--- config.mk ---
export PLATFORM = sky130hd
export DESIGN_NAME = id_rf_issue_flat
export DESIGN_NICKNAME = d
export VERILOG_FILES = /design/src/rtl/id_rf_issue_pkg.sv /design/src/rtl/id_rf_issue_if.sv /design/src/rtl/id_rf_issue_regfile_2r1w.sv /design/src/rtl/id_rf_issue.sv /design/src/flat_wrapper.sv
export SDC_FILE = /design/constraint.sdc
export NUM_CORES = 2
export LEC_CHECK = 0
export CORE_UTILIZATION = 30
export CTS_CLUSTER_SIZE = 25
export DETAILED_ROUTE_END_ITERATION = 6
export GPL_TIMING_DRIVEN = 0
export PLACE_DENSITY_LB_ADDON = 0.25
export SYNTH_ARGS = -nofsm -noshare
export SYNTH_HDL_FRONTEND = slang
export SYNTH_HIERARCHICAL = 1
export SYNTH_SLANG_ARGS = --single-unit
--- constraint.sdc ---
create_clock -name clk_i -period 3.85 [get_ports clk_i]
set_input_delay 0.385 -clock clk_i [delete_from_list [all_inputs] [get_ports clk_i]]
set_output_delay 0.385 -clock clk_i [all_outputs]
set_load 0.05 [all_outputs]
--- src/rtl/id_rf_issue_pkg.sv ---
// Shared constants, types and decode helper for the decode/operand-issue stage.
// The optional writeback bypass is enabled by defining ID_WB_BYPASS_EN.
package id_rf_issue_pkg;

  localparam int DATA_WIDTH = 32;
  localparam int NUM_REGS   = 32;
  localparam int INST_WIDTH = 32;
  localparam int REG_AW     = $clog2(NUM_REGS);

  localparam logic [6:0] OPC_RTYPE = 7'b0110011;
  localparam logic [6:0] F7_BASE   = 7'b0000000;
  localparam logic [6:0] F7_ALT    = 7'b0100000;

  localparam logic WRITE_ENABLE  = 1'b1;
  localparam logic WRITE_DISABLE = 1'b0;

  localparam logic [DATA_WIDTH-1:0] ZERO = {DATA_WIDTH{1'b0}};
  localparam logic [REG_AW-1:0]     X0   = {REG_AW{1'b0}};

  typedef logic [REG_AW-1:0] reg_idx_t;

  typedef struct packed {
    reg_idx_t rs1;
    reg_idx_t rs2;
    reg_idx_t rd;
    logic     writer;
  } dec_t;

  // writer marks instructions that will retire through the writeback port
  function automatic dec_t decode(input logic [INST_WIDTH-1:0] inst);
    dec_t d;
    d.rs1    = inst[19:15];
    d.rs2    = inst[24:20];
    d.rd     = inst[11:7];
    d.writer = (inst[6:0] == OPC_RTYPE) &&
               ((inst[31:25] == F7_BASE) || (inst[31:25] == F7_ALT));
    return d;
  endfunction

endpackage

--- src/rtl/id_rf_issue_if.sv ---
// Fetch, execute and writeback signals of the issue stage bundled as one interface.
// slave = issue stage side, master = surrounding pipeline / bench side.
interface id_rf_issue_if;
  import id_rf_issue_pkg::*;

  logic [INST_WIDTH-1:0] inst_i;
  logic                  inst_valid_i;
  logic                  inst_ready_o;
  logic [DATA_WIDTH-1:0] op1_o;
  logic [DATA_WIDTH-1:0] op2_o;
  logic [INST_WIDTH-1:0] inst_o;
  logic                  ex_valid_o;
  logic                  ex_ready_i;
  logic                  wb_valid_i;
  logic [REG_AW-1:0]     wb_rd_i;
  logic                  wb_we_i;
  logic [DATA_WIDTH-1:0] wb_wdata_i;

  modport slave (
    input  inst_i, inst_valid_i, ex_ready_i,
    input  wb_valid_i, wb_rd_i, wb_we_i, wb_wdata_i,
    output inst_ready_o, op1_o, op2_o, inst_o, ex_valid_o
  );

  modport master (
    output inst_i, inst_valid_i, ex_ready_i,
    output wb_valid_i, wb_rd_i, wb_we_i, wb_wdata_i,
    input  inst_ready_o, op1_o, op2_o, inst_o, ex_valid_o
  );

endinterface

--- src/rtl/id_rf_issue_regfile_2r1w.sv ---
// Integer register file: two asynchronous read ports, one synchronous write port, x0 reads 0.
// With ID_WB_BYPASS_EN a same-cycle write is forwarded to a matching read port.
module regfile_2r1w
  import id_rf_issue_pkg::*;
#(
  parameter int DW = DATA_WIDTH,
  parameter int NR = NUM_REGS,
  parameter int AW = $clog2(NR)
) (
  input  logic          clk,
  input  logic          rst_n,
  input  logic          we,
  input  logic [AW-1:0] waddr,
  input  logic [DW-1:0] wdata,
  input  logic [AW-1:0] raddr_a,
  output logic [DW-1:0] rdata_a,
  input  logic [AW-1:0] raddr_b,
  output logic [DW-1:0] rdata_b
);

  localparam logic [AW-1:0] IDX0 = {AW{1'b0}};

  logic [DW-1:0] mem_r [NR];

  // storage: cleared by reset, reset takes priority over a pending write
  always_ff @(posedge clk) begin
    if (!rst_n) begin
      for (int i = 0; i < NR; i++) begin
        mem_r[i] <= {DW{1'b0}};
      end
    end else if (we && (waddr != IDX0)) begin
      mem_r[waddr] <= wdata;
    end
  end

  // read port A
  always_comb begin
    rdata_a = {DW{1'b0}};
    if (raddr_a == IDX0) begin
      rdata_a = {DW{1'b0}};
    end
`ifdef ID_WB_BYPASS_EN
    else if (we && (waddr == raddr_a)) begin
      rdata_a = wdata;
    end
`endif
    else begin
      rdata_a = mem_r[raddr_a];
    end
  end

  // read port B
  always_comb begin
    rdata_b = {DW{1'b0}};
    if (raddr_b == IDX0) begin
      rdata_b = {DW{1'b0}};
    end
`ifdef ID_WB_BYPASS_EN
    else if (we && (waddr == raddr_b)) begin
      rdata_b = wdata;
    end
`endif
    else begin
      rdata_b = mem_r[raddr_b];
    end
  end

endmodule

--- src/rtl/id_rf_issue.sv ---
// Decode/operand-issue stage: busy scoreboard, register-file read and the output register to execute.
// Define ID_WB_BYPASS_EN to let a source retiring this cycle issue with the writeback data.
module id_rf_issue
  import id_rf_issue_pkg::*;
(
  input  logic         clk_i,
  input  logic         rst_n_i,
  id_rf_issue_if.slave bus
);

  dec_t                  dec_s;
  logic [NUM_REGS-1:0]   busy_r;
  logic [NUM_REGS-1:0]   busy_nxt_s;
  logic [DATA_WIDTH-1:0] rs1_data_s;
  logic [DATA_WIDTH-1:0] rs2_data_s;
  logic                  rs1_release_s;
  logic                  rs2_release_s;
  logic                  rs1_haz_s;
  logic                  rs2_haz_s;
  logic                  hazard_s;
  logic                  slot_free_s;
  logic                  ready_s;
  logic                  issue_s;
  logic                  rf_we_s;

  logic [DATA_WIDTH-1:0] op1_r;
  logic [DATA_WIDTH-1:0] op2_r;
  logic [INST_WIDTH-1:0] inst_r;
  logic                  ex_valid_r;

  assign dec_s = decode(bus.inst_i);

  assign rf_we_s = (bus.wb_valid_i && (bus.wb_we_i == WRITE_ENABLE) && (bus.wb_rd_i != X0))
                   ? WRITE_ENABLE : WRITE_DISABLE;

`ifdef ID_WB_BYPASS_EN
  assign rs1_release_s = bus.wb_valid_i && (bus.wb_rd_i == dec_s.rs1);
  assign rs2_release_s = bus.wb_valid_i && (bus.wb_rd_i == dec_s.rs2);
`else
  assign rs1_release_s = 1'b0;
  assign rs2_release_s = 1'b0;
`endif

  // RAW hazard per source; x0 is never busy
  always_comb begin
    rs1_haz_s = 1'b0;
    rs2_haz_s = 1'b0;
    if (dec_s.rs1 != X0) begin
      rs1_haz_s = busy_r[dec_s.rs1] && !rs1_release_s;
    end else begin
      rs1_haz_s = 1'b0;
    end
    if (dec_s.rs2 != X0) begin
      rs2_haz_s = busy_r[dec_s.rs2] && !rs2_release_s;
    end else begin
      rs2_haz_s = 1'b0;
    end
  end

  assign hazard_s    = rs1_haz_s || rs2_haz_s;
  assign slot_free_s = !ex_valid_r || bus.ex_ready_i;
  assign ready_s     = slot_free_s && !hazard_s;
  assign issue_s     = bus.inst_valid_i && ready_s;

  // scoreboard next state: retirement clears first so a same-cycle issue to that rd wins
  always_comb begin
    busy_nxt_s = busy_r;
    if (bus.wb_valid_i) begin
      busy_nxt_s[bus.wb_rd_i] = 1'b0;
    end else begin
      busy_nxt_s = busy_r;
    end
    if (issue_s && dec_s.writer && (dec_s.rd != X0)) begin
      busy_nxt_s[dec_s.rd] = 1'b1;
    end else begin
      busy_nxt_s[X0] = 1'b0;
    end
    busy_nxt_s[X0] = 1'b0;
  end

  // scoreboard register
  always_ff @(posedge clk_i) begin
    if (!rst_n_i) begin
      busy_r <= {NUM_REGS{1'b0}};
    end else begin
      busy_r <= busy_nxt_s;
    end
  end

  regfile_2r1w #(
    .DW (DATA_WIDTH),
    .NR (NUM_REGS),
    .AW (REG_AW)
  ) u_regfile (
    .clk     (clk_i),
    .rst_n   (rst_n_i),
    .we      (rf_we_s),
    .waddr   (bus.wb_rd_i),
    .wdata   (bus.wb_wdata_i),
    .raddr_a (dec_s.rs1),
    .rdata_a (rs1_data_s),
    .raddr_b (dec_s.rs2),
    .rdata_b (rs2_data_s)
  );

  // output register toward execute: load on issue, drain on consume, otherwise hold
  always_ff @(posedge clk_i) begin
    if (!rst_n_i) begin
      op1_r      <= ZERO;
      op2_r      <= ZERO;
      inst_r     <= {INST_WIDTH{1'b0}};
      ex_valid_r <= 1'b0;
    end else if (issue_s) begin
      op1_r      <= rs1_data_s;
      op2_r      <= rs2_data_s;
      inst_r     <= bus.inst_i;
      ex_valid_r <= 1'b1;
    end else if (bus.ex_ready_i) begin
      ex_valid_r <= 1'b0;
    end else begin
      ex_valid_r <= ex_valid_r;
    end
  end

  assign bus.inst_ready_o = ready_s;
  assign bus.op1_o        = op1_r;
  assign bus.op2_o        = op2_r;
  assign bus.inst_o       = inst_r;
  assign bus.ex_valid_o   = ex_valid_r;

endmodule

--- src/flat_wrapper.sv ---
// flat-port wrapper written by rule: the top's interface ports become plain ports
module id_rf_issue_flat import id_rf_issue_pkg::*;
  (clk_i, rst_n_i, bus_inst_i, bus_inst_valid_i, bus_ex_ready_i, bus_wb_valid_i, bus_wb_rd_i, bus_wb_we_i, bus_wb_wdata_i, bus_inst_ready_o, bus_op1_o, bus_op2_o, bus_inst_o, bus_ex_valid_o);
  id_rf_issue_if bus_i ();
  input  logic clk_i;
  input  logic rst_n_i;
  input wire logic [$bits(bus_i.inst_i)-1:0] bus_inst_i;
  input wire logic [$bits(bus_i.inst_valid_i)-1:0] bus_inst_valid_i;
  input wire logic [$bits(bus_i.ex_ready_i)-1:0] bus_ex_ready_i;
  input wire logic [$bits(bus_i.wb_valid_i)-1:0] bus_wb_valid_i;
  input wire logic [$bits(bus_i.wb_rd_i)-1:0] bus_wb_rd_i;
  input wire logic [$bits(bus_i.wb_we_i)-1:0] bus_wb_we_i;
  input wire logic [$bits(bus_i.wb_wdata_i)-1:0] bus_wb_wdata_i;
  output wire logic [$bits(bus_i.inst_ready_o)-1:0] bus_inst_ready_o;
  output wire logic [$bits(bus_i.op1_o)-1:0] bus_op1_o;
  output wire logic [$bits(bus_i.op2_o)-1:0] bus_op2_o;
  output wire logic [$bits(bus_i.inst_o)-1:0] bus_inst_o;
  output wire logic [$bits(bus_i.ex_valid_o)-1:0] bus_ex_valid_o;
  assign bus_i.inst_i = bus_inst_i;
  assign bus_i.inst_valid_i = bus_inst_valid_i;
  assign bus_i.ex_ready_i = bus_ex_ready_i;
  assign bus_i.wb_valid_i = bus_wb_valid_i;
  assign bus_i.wb_rd_i = bus_wb_rd_i;
  assign bus_i.wb_we_i = bus_wb_we_i;
  assign bus_i.wb_wdata_i = bus_wb_wdata_i;
  assign bus_inst_ready_o = bus_i.inst_ready_o;
  assign bus_op1_o = bus_i.op1_o;
  assign bus_op2_o = bus_i.op2_o;
  assign bus_inst_o = bus_i.inst_o;
  assign bus_ex_valid_o = bus_i.ex_valid_o;
  id_rf_issue u_core (.clk_i(clk_i), .rst_n_i(rst_n_i), .bus(bus_i));
endmodule
### Yosys cells after proc, flatten, opt, wreduce, memory -nomap -nowiden

Memories as Yosys holds them, arrays and structs flattened.
Index checks and enable logic that the tools add are counted.

* memories: 1
* ROM bits: 0
* bits in registers: 129
* output and inout bits: 98
* input bits: 75
* memory bits (writable): 1024
* logic and storage cells: 66
* latch bits: 0

Memories
* u_core.u_regfile.mem_r: depth 32, width 32, rd ports 2, clocked after Yosys merged registers in 0, wr ports 32, RTL line id_rf_issue_regfile_2r1w.sv:23 `logic [DW-1:0] mem_r [NR];`

* divide/modulo/power cells: 0
* muxes and demuxes: 24
* multiply operators: 0
* equal/unequal tests: 2
* $lt $le $gt $ge: 6
* add/sub/neg operators: 0
* bitwise operators: 3
* reduce and logical (&&, ||, !) cells: 24
* shift operators: 0

Operator list (number)
* $mux 32: 4
* $and 32x32->32: 1
* $not 32->32: 1
* $or 32x32->32: 1
* $reduce_or 32->1: 1
* $mux 31: 1
* $lt 5x6->1 const B: 4
* $reduce_bool 5->1: 4
* $eq 7x6->1 const B: 2
* $mux 1: 14
* $bmux 1 s5: 2
* $demux 1 s5: 2
* $ge 5x1->1 const B: 2
* $logic_and 1x1->1: 10
* $logic_not 5->1: 2
* $logic_not 7->1: 1
* $mux 5: 1
* $logic_or 1x1->1: 3
* $logic_not 1->1: 2
* $reduce_bool 2->1: 1

### Depth between registers and ports, before layout

* word-level depth: 10
* depth in mapped cells: 11
* mapped depth without buffers: 6

### By module

The synthesis kept the hierarchy.

Modules (own cells, without submodules)
* regfile_2r1w: area an instance 54232.0 um^2, seq. area each 30749.5 um^2, cells an instance 3507, instances 1
* id_rf_issue: area an instance 6134.6 um^2, seq. area each 2562.5 um^2, cells an instance 641, instances 1

### Worst setup path before layout

OpenSTA, ideal clock, no wires.

* path kind: in2reg
* start point: in bus_wb_valid_i
* end point: mem u_core/u_regfile/mem_r[24][0] in the netlist's numbering (enable)
* data required time: 3.384 ns
* library setup time: 0.466 ns
* slack: -0.329 ns
* buffers on the path: 2
* stages: 6
* arrival: 3.713 ns
* path through: clkbuf_1 > o311a_1 > nand2_1 > or3_1 > clkbuf_1 > o21ai_0

RTL lines
* start: declaration: RTL line flat_wrapper.sv:10 `input wire logic [$bits(bus_i.wb_valid_i)-1:0] bus_wb_valid_i;`
* end: declaration: RTL line id_rf_issue_regfile_2r1w.sv:23

### Worst setup path after layout

* start point: in bus_inst_i[18]
* end point: reg u_core.op1_r[2], in the netlist u_core/bus.op1_o[2]

* elaborated cells on any way between the ends: 11
* classes of those cells: mux (4); reduce/logical (6); memory (1)

RTL lines
* start: declaration: RTL line flat_wrapper.sv:7 `input wire logic [$bits(bus_i.inst_i)-1:0] bus_inst_i;`
* $mem_v2 32x32 or $logic_not 5->1 (tied branches)
* $mux 32 *: RTL line id_rf_issue_regfile_2r1w.sv:39 `if (raddr_a == IDX0) begin`
* net u_core.rs1_data_s[2]: RTL line id_rf_issue.sv:14 `logic [DATA_WIDTH-1:0] rs1_data_s;`
* end signal: assignment: RTL line id_rf_issue.sv:114 `op1_r <= rs1_data_s;`
* end: declaration: RTL line id_rf_issue.sv:26 `logic [DATA_WIDTH-1:0] op1_r;`

Mark *: on every way through the listed nets, which the timed path passes. The rest lies on a longest branch. The select of a mux whose other input is x is not followed.
A chain may end at the register's enable or synchronous reset.

==> results.sh <==
export IMPL_yosysTopAreaCell="edfxtp_1"
export IMPL_syn_area_um2=60370
export IMPL_hold_viol_final=0
export IMPL_synth_avg_cell_area_um2=14.55
export IMPL_worst_slew_pin_slew_ps=1542
export IMPL_status="finished, violations left"
export IMPL_hold_path_startpoint="bus_wb_valid_i"
export IMPL_antenna_found_initial=14
export IMPL_timing_critical_path_to="u_core/bus.op1_o[2]$_SDFFE_PN0P_"
export IMPL_yosysUniqueCellTypes=63
export IMPL_die_x_um=450.6
export IMPL_vias=42369
export IMPL_slew_viol_final=11
export IMPL_drtPass1Iterations=7
export IMPL_clockBufferDepth=3
export IMPL_area_growth_syn_to_layout_pct=18.89
export IMPL_gp_congestion=0.9571
export IMPL_cts_buffers=135
export IMPL_die_area_um2=203000
export IMPL_drc=93
export IMPL_nets=4627
export IMPL_hold_class="in -> reg"
export IMPL_wl_per_cell_um=36.30
export IMPL_synth_top_area_share_pct=50.94
export IMPL_r2r_cells=8
export IMPL_critPathLaunchType="primary input"
export IMPL_num_fill_cells=19150
export IMPL_leakagePower_nw=24.51
export IMPL_max_freq_mhz=248.1
export IMPL_cts_root_buf="clkbuf_16"
export IMPL_ctsHtreeMaxLevel=4
export IMPL_endpoint_kind="flip-flop"
export IMPL_post_place_ws_ps=-1725
export IMPL_cts_sinks=1152
export IMPL_grt_use_total_pct=25.67
export IMPL_rows=164
export IMPL_fin_skew_ps=53.19
export IMPL_die_h_um=450.6
export IMPL_synthArstFlopShare_pct=0
export IMPL_hpwl_mm=189.7
export IMPL_insertion_delay_ps=810
export IMPL_dpl_cell_area_um2=67320
export IMPL_totalWireLength_mm=265.8
export IMPL_core_area_um2=199900
export IMPL_setup_viol_count_final=14
export IMPL_finalInstanceArea_um2=71770
export IMPL_violations="design-rule violations, max-capacitance violations, max-slew violations, negative setup slack"
export IMPL_syn_instance_count=4148
export IMPL_ys_seq_elements=1152
export IMPL_io_buffers=167
export IMPL_fin_crit_ps=4030
export IMPL_drv_cap=1
export IMPL_reg2reg_to="u_core/bus.op2_o[27]$_SDFFE_PN0P_"
export IMPL_synth_seq_area_share_pct=55.18
export IMPL_grt_pass1_wl_mm=355.1
export IMPL_power_mw=32.14
export IMPL_reg2reg_from="u_core/busy_r[9]$_SDFF_PN0_"
export IMPL_grt_start_max_net_pins=21
export IMPL_synth_area_leaders="edfxtp_1 (51%), mux4_2 (18%), and2_1 (10%)"
export IMPL_grt_overflow=0
export IMPL_fin_crit_sh_pct=104.7
export IMPL_worstPathRequired_ps=4490
export IMPL_path_class="in -> reg"
export IMPL_startpoint="bus_inst_i[18]"
export IMPL_ir_drop_mv=0.4497
export IMPL_clkSlewWorstSetupHoldPaths_ps=50
export IMPL_yosysWarningCount=6
export IMPL_dr_first_iter_drc_count=6544
export IMPL_postRouteAntennaNets=0
export IMPL_viasPerCell=5.786
export IMPL_rsz0062_at_grt="false"
export IMPL_io_pins=173
export IMPL_cts_tree="done"
export IMPL_worstPathMaxFanout=10
export IMPL_max_slew_margin_pct=-2.791
export IMPL_powerDensity_nw_per_um2=447.9
export IMPL_synth_edff_count=1024
export IMPL_ff2ff_setup_slack_ps=500
export IMPL_finalWorstSetupSlack_ps=-179.9
export IMPL_initial_core_util_pct=30.20
export IMPL_synth_main_ff_cell="edfxtp_1"
export IMPL_grt_pass1_vias=41359
export IMPL_cp_arrival_ps=4670
export IMPL_drive_gt1_share_pct=21.79
[critical path, cell delays in order]
cell             delay, ps
clkdlybuf4s50_1        750
nor2_1                 740
buf_4                  330
nor4b_2                660
clkbuf_1              1180
nor3_1                 230
nand2_1                240
mux2i_1                100
[cells in the mapped netlist (5+ instances only)]
| master | count |
|---|---|
| inv_1 | 10 |
| a2111oi_0 | 24 |
| mux2i_1 | 255 |
| buf_2 | 39 |
| buf_6 | 25 |
| a22o_1 | 51 |
| mux4_2 | 479 |
| o41ai_2 | 28 |
| a22oi_1 | 17 |
| nand3b_1 | 13 |
| clkbuf_1 | 305 |
| a21oi_1 | 15 |
| nor2_1 | 46 |
| a2111oi_1 | 32 |
| nor3_1 | 55 |
| a211oi_1 | 7 |
| nor2b_1 | 19 |
| o21ai_0 | 36 |
| o22ai_1 | 104 |
| nand3_1 | 17 |
| or3_1 | 5 |
| o211ai_1 | 27 |
| nand2b_1 | 11 |
| and2_1 | 995 |
| dfxtp_1 | 128 |
| edfxtp_1 | 1024 |
| buf_4 | 50 |
| mux2_2 | 34 |
| nor4_1 | 7 |
| nand2_1 | 211 |
| nand4b_1 | 5 |
| buf_1 | 18 |
[state kept, by name, indices dropped and copies added, names as in the netlist]
name	flops
u_core/u_regfile/mem_r	1024
u_core/bus.inst_o	32
u_core/bus.op1_o	32
u_core/bus.op2_o	32
u_core/busy_r	31
u_core/bus.ex_valid_o	1
[cells by family after synthesis]
kind of cell / after synthesis / synth area share [%]
AOI/OAI and AO/OA: 367 / 4.921
buffers and inverters: 454 / 3.619
DFF: 1152 / 55.18
muxes: 770 / 22.82
other: 1 / 0.006212
and+or+nand+nor: 1404 / 13.45
[power breakdown]
| group | internal (mW) | switching [mW] | total, mW |
|---|---|---|---|
| clock | 7.14 | 5.57 | 12.7 |
| sequential | 14.3 | 0.384 | 14.7 |
| combinational | 1.78 | 2.99 | 4.77 |
| total | 23.2 | 8.95 | 32.1 |
[repair_timing]
action                     4_1_cts  5_1_grt
resized for setup               52       22
hold endpoints to repair         3        0
pin swaps                        0        1
setup buffers                    0        3
hold buffers                     3        0
gates cloned                     0        0
setup endpoints to repair      941      138
[metal layers]
layer	vias up	share of wire, %	global-route usage, %
li1	16711	-	-
met1	22073	39	33.76
met2	2980	43	37.87
met3	603	11	6.402
met4	2	7.0	15.89
met5	-	0.0049	0
[worst min path at each step]
| stage | to | slack (ps) | cells after the start |
|---|---|---|---|
| 6_report | u_core/busy_r[16]$_SDFF_PN0_ | 50 | 4 |
| 5_1_grt | u_core/busy_r[16]$_SDFF_PN0_ | 60 | 4 |
| 4_1_cts | u_core/busy_r[16]$_SDFF_PN0_ | 4 | 4 |
| 3_5_place_dp | u_core/bus.inst_o[7]$_SDFFE_PN0P_ | 450 | 2 |
| 3_3_place_gp | u_core/bus.inst_o[26]$_SDFFE_PN0P_ | 440 | 2 |
| 2_1_floorplan | u_core/busy_r[18]$_SDFF_PN0_ | 460 | 2 |
[layout make-up]
cell class | instances | area (um2) | area share [%]
Antenna cell | 5 | 12.51 | 0.01743
Buffer | 440 | 2202 | 3.068
Clock buffer | 183 | 3705 | 5.162
Clock inverter | 64 | 560.5 | 0.7810
Inverter | 10 | 37.54 | 0.05230
Multi-Input combinational cell | 2573 | 25460 | 35.47
Sequential cell | 1152 | 33310 | 46.42
Tap cell | 2656 | 3323 | 4.630
Timing Repair Buffer | 240 | 3161 | 4.404
[layout by cell type, fill, tap and decap left out, types with 29 or more instances in the layout]
| cell type | instances |
|---|---|
| edfxtp_1 | 1024 |
| nand2_1 | 211 |
| mux2_2 | 34 |
| o22ai_1 | 104 |
| buf_4 | 55 |
| buf_16 | 32 |
| clkbuf_1 | 310 |
| and2_1 | 994 |
| clkinv_1 | 29 |
| nor3_1 | 54 |
| clkdlybuf4s50_1 | 162 |
| mux4_2 | 479 |
| conb_1 | 32 |
| clkbuf_2 | 34 |
| dfxtp_1 | 128 |
| nor2_1 | 42 |
| o21ai_4 | 31 |
| buf_2 | 47 |
| a22o_1 | 51 |
| clkbuf_16 | 140 |
| mux2i_1 | 254 |
[per-stage QoR]
stage                     hold slack [ps]  util, %  instances   TNS, ps
after floorplan                     464.2        -       4179   -108380
after global placement              443.7    32.76       7002  -4868840
after detailed placement            447.4    33.68       7069  -1658300
after CTS                           3.811    35.88       7316         0
after global routing                63.85    35.90       7319         0
final                               48.09    35.91       7323     -1208
Note: power is estimated with default switching activity, not from simulation.
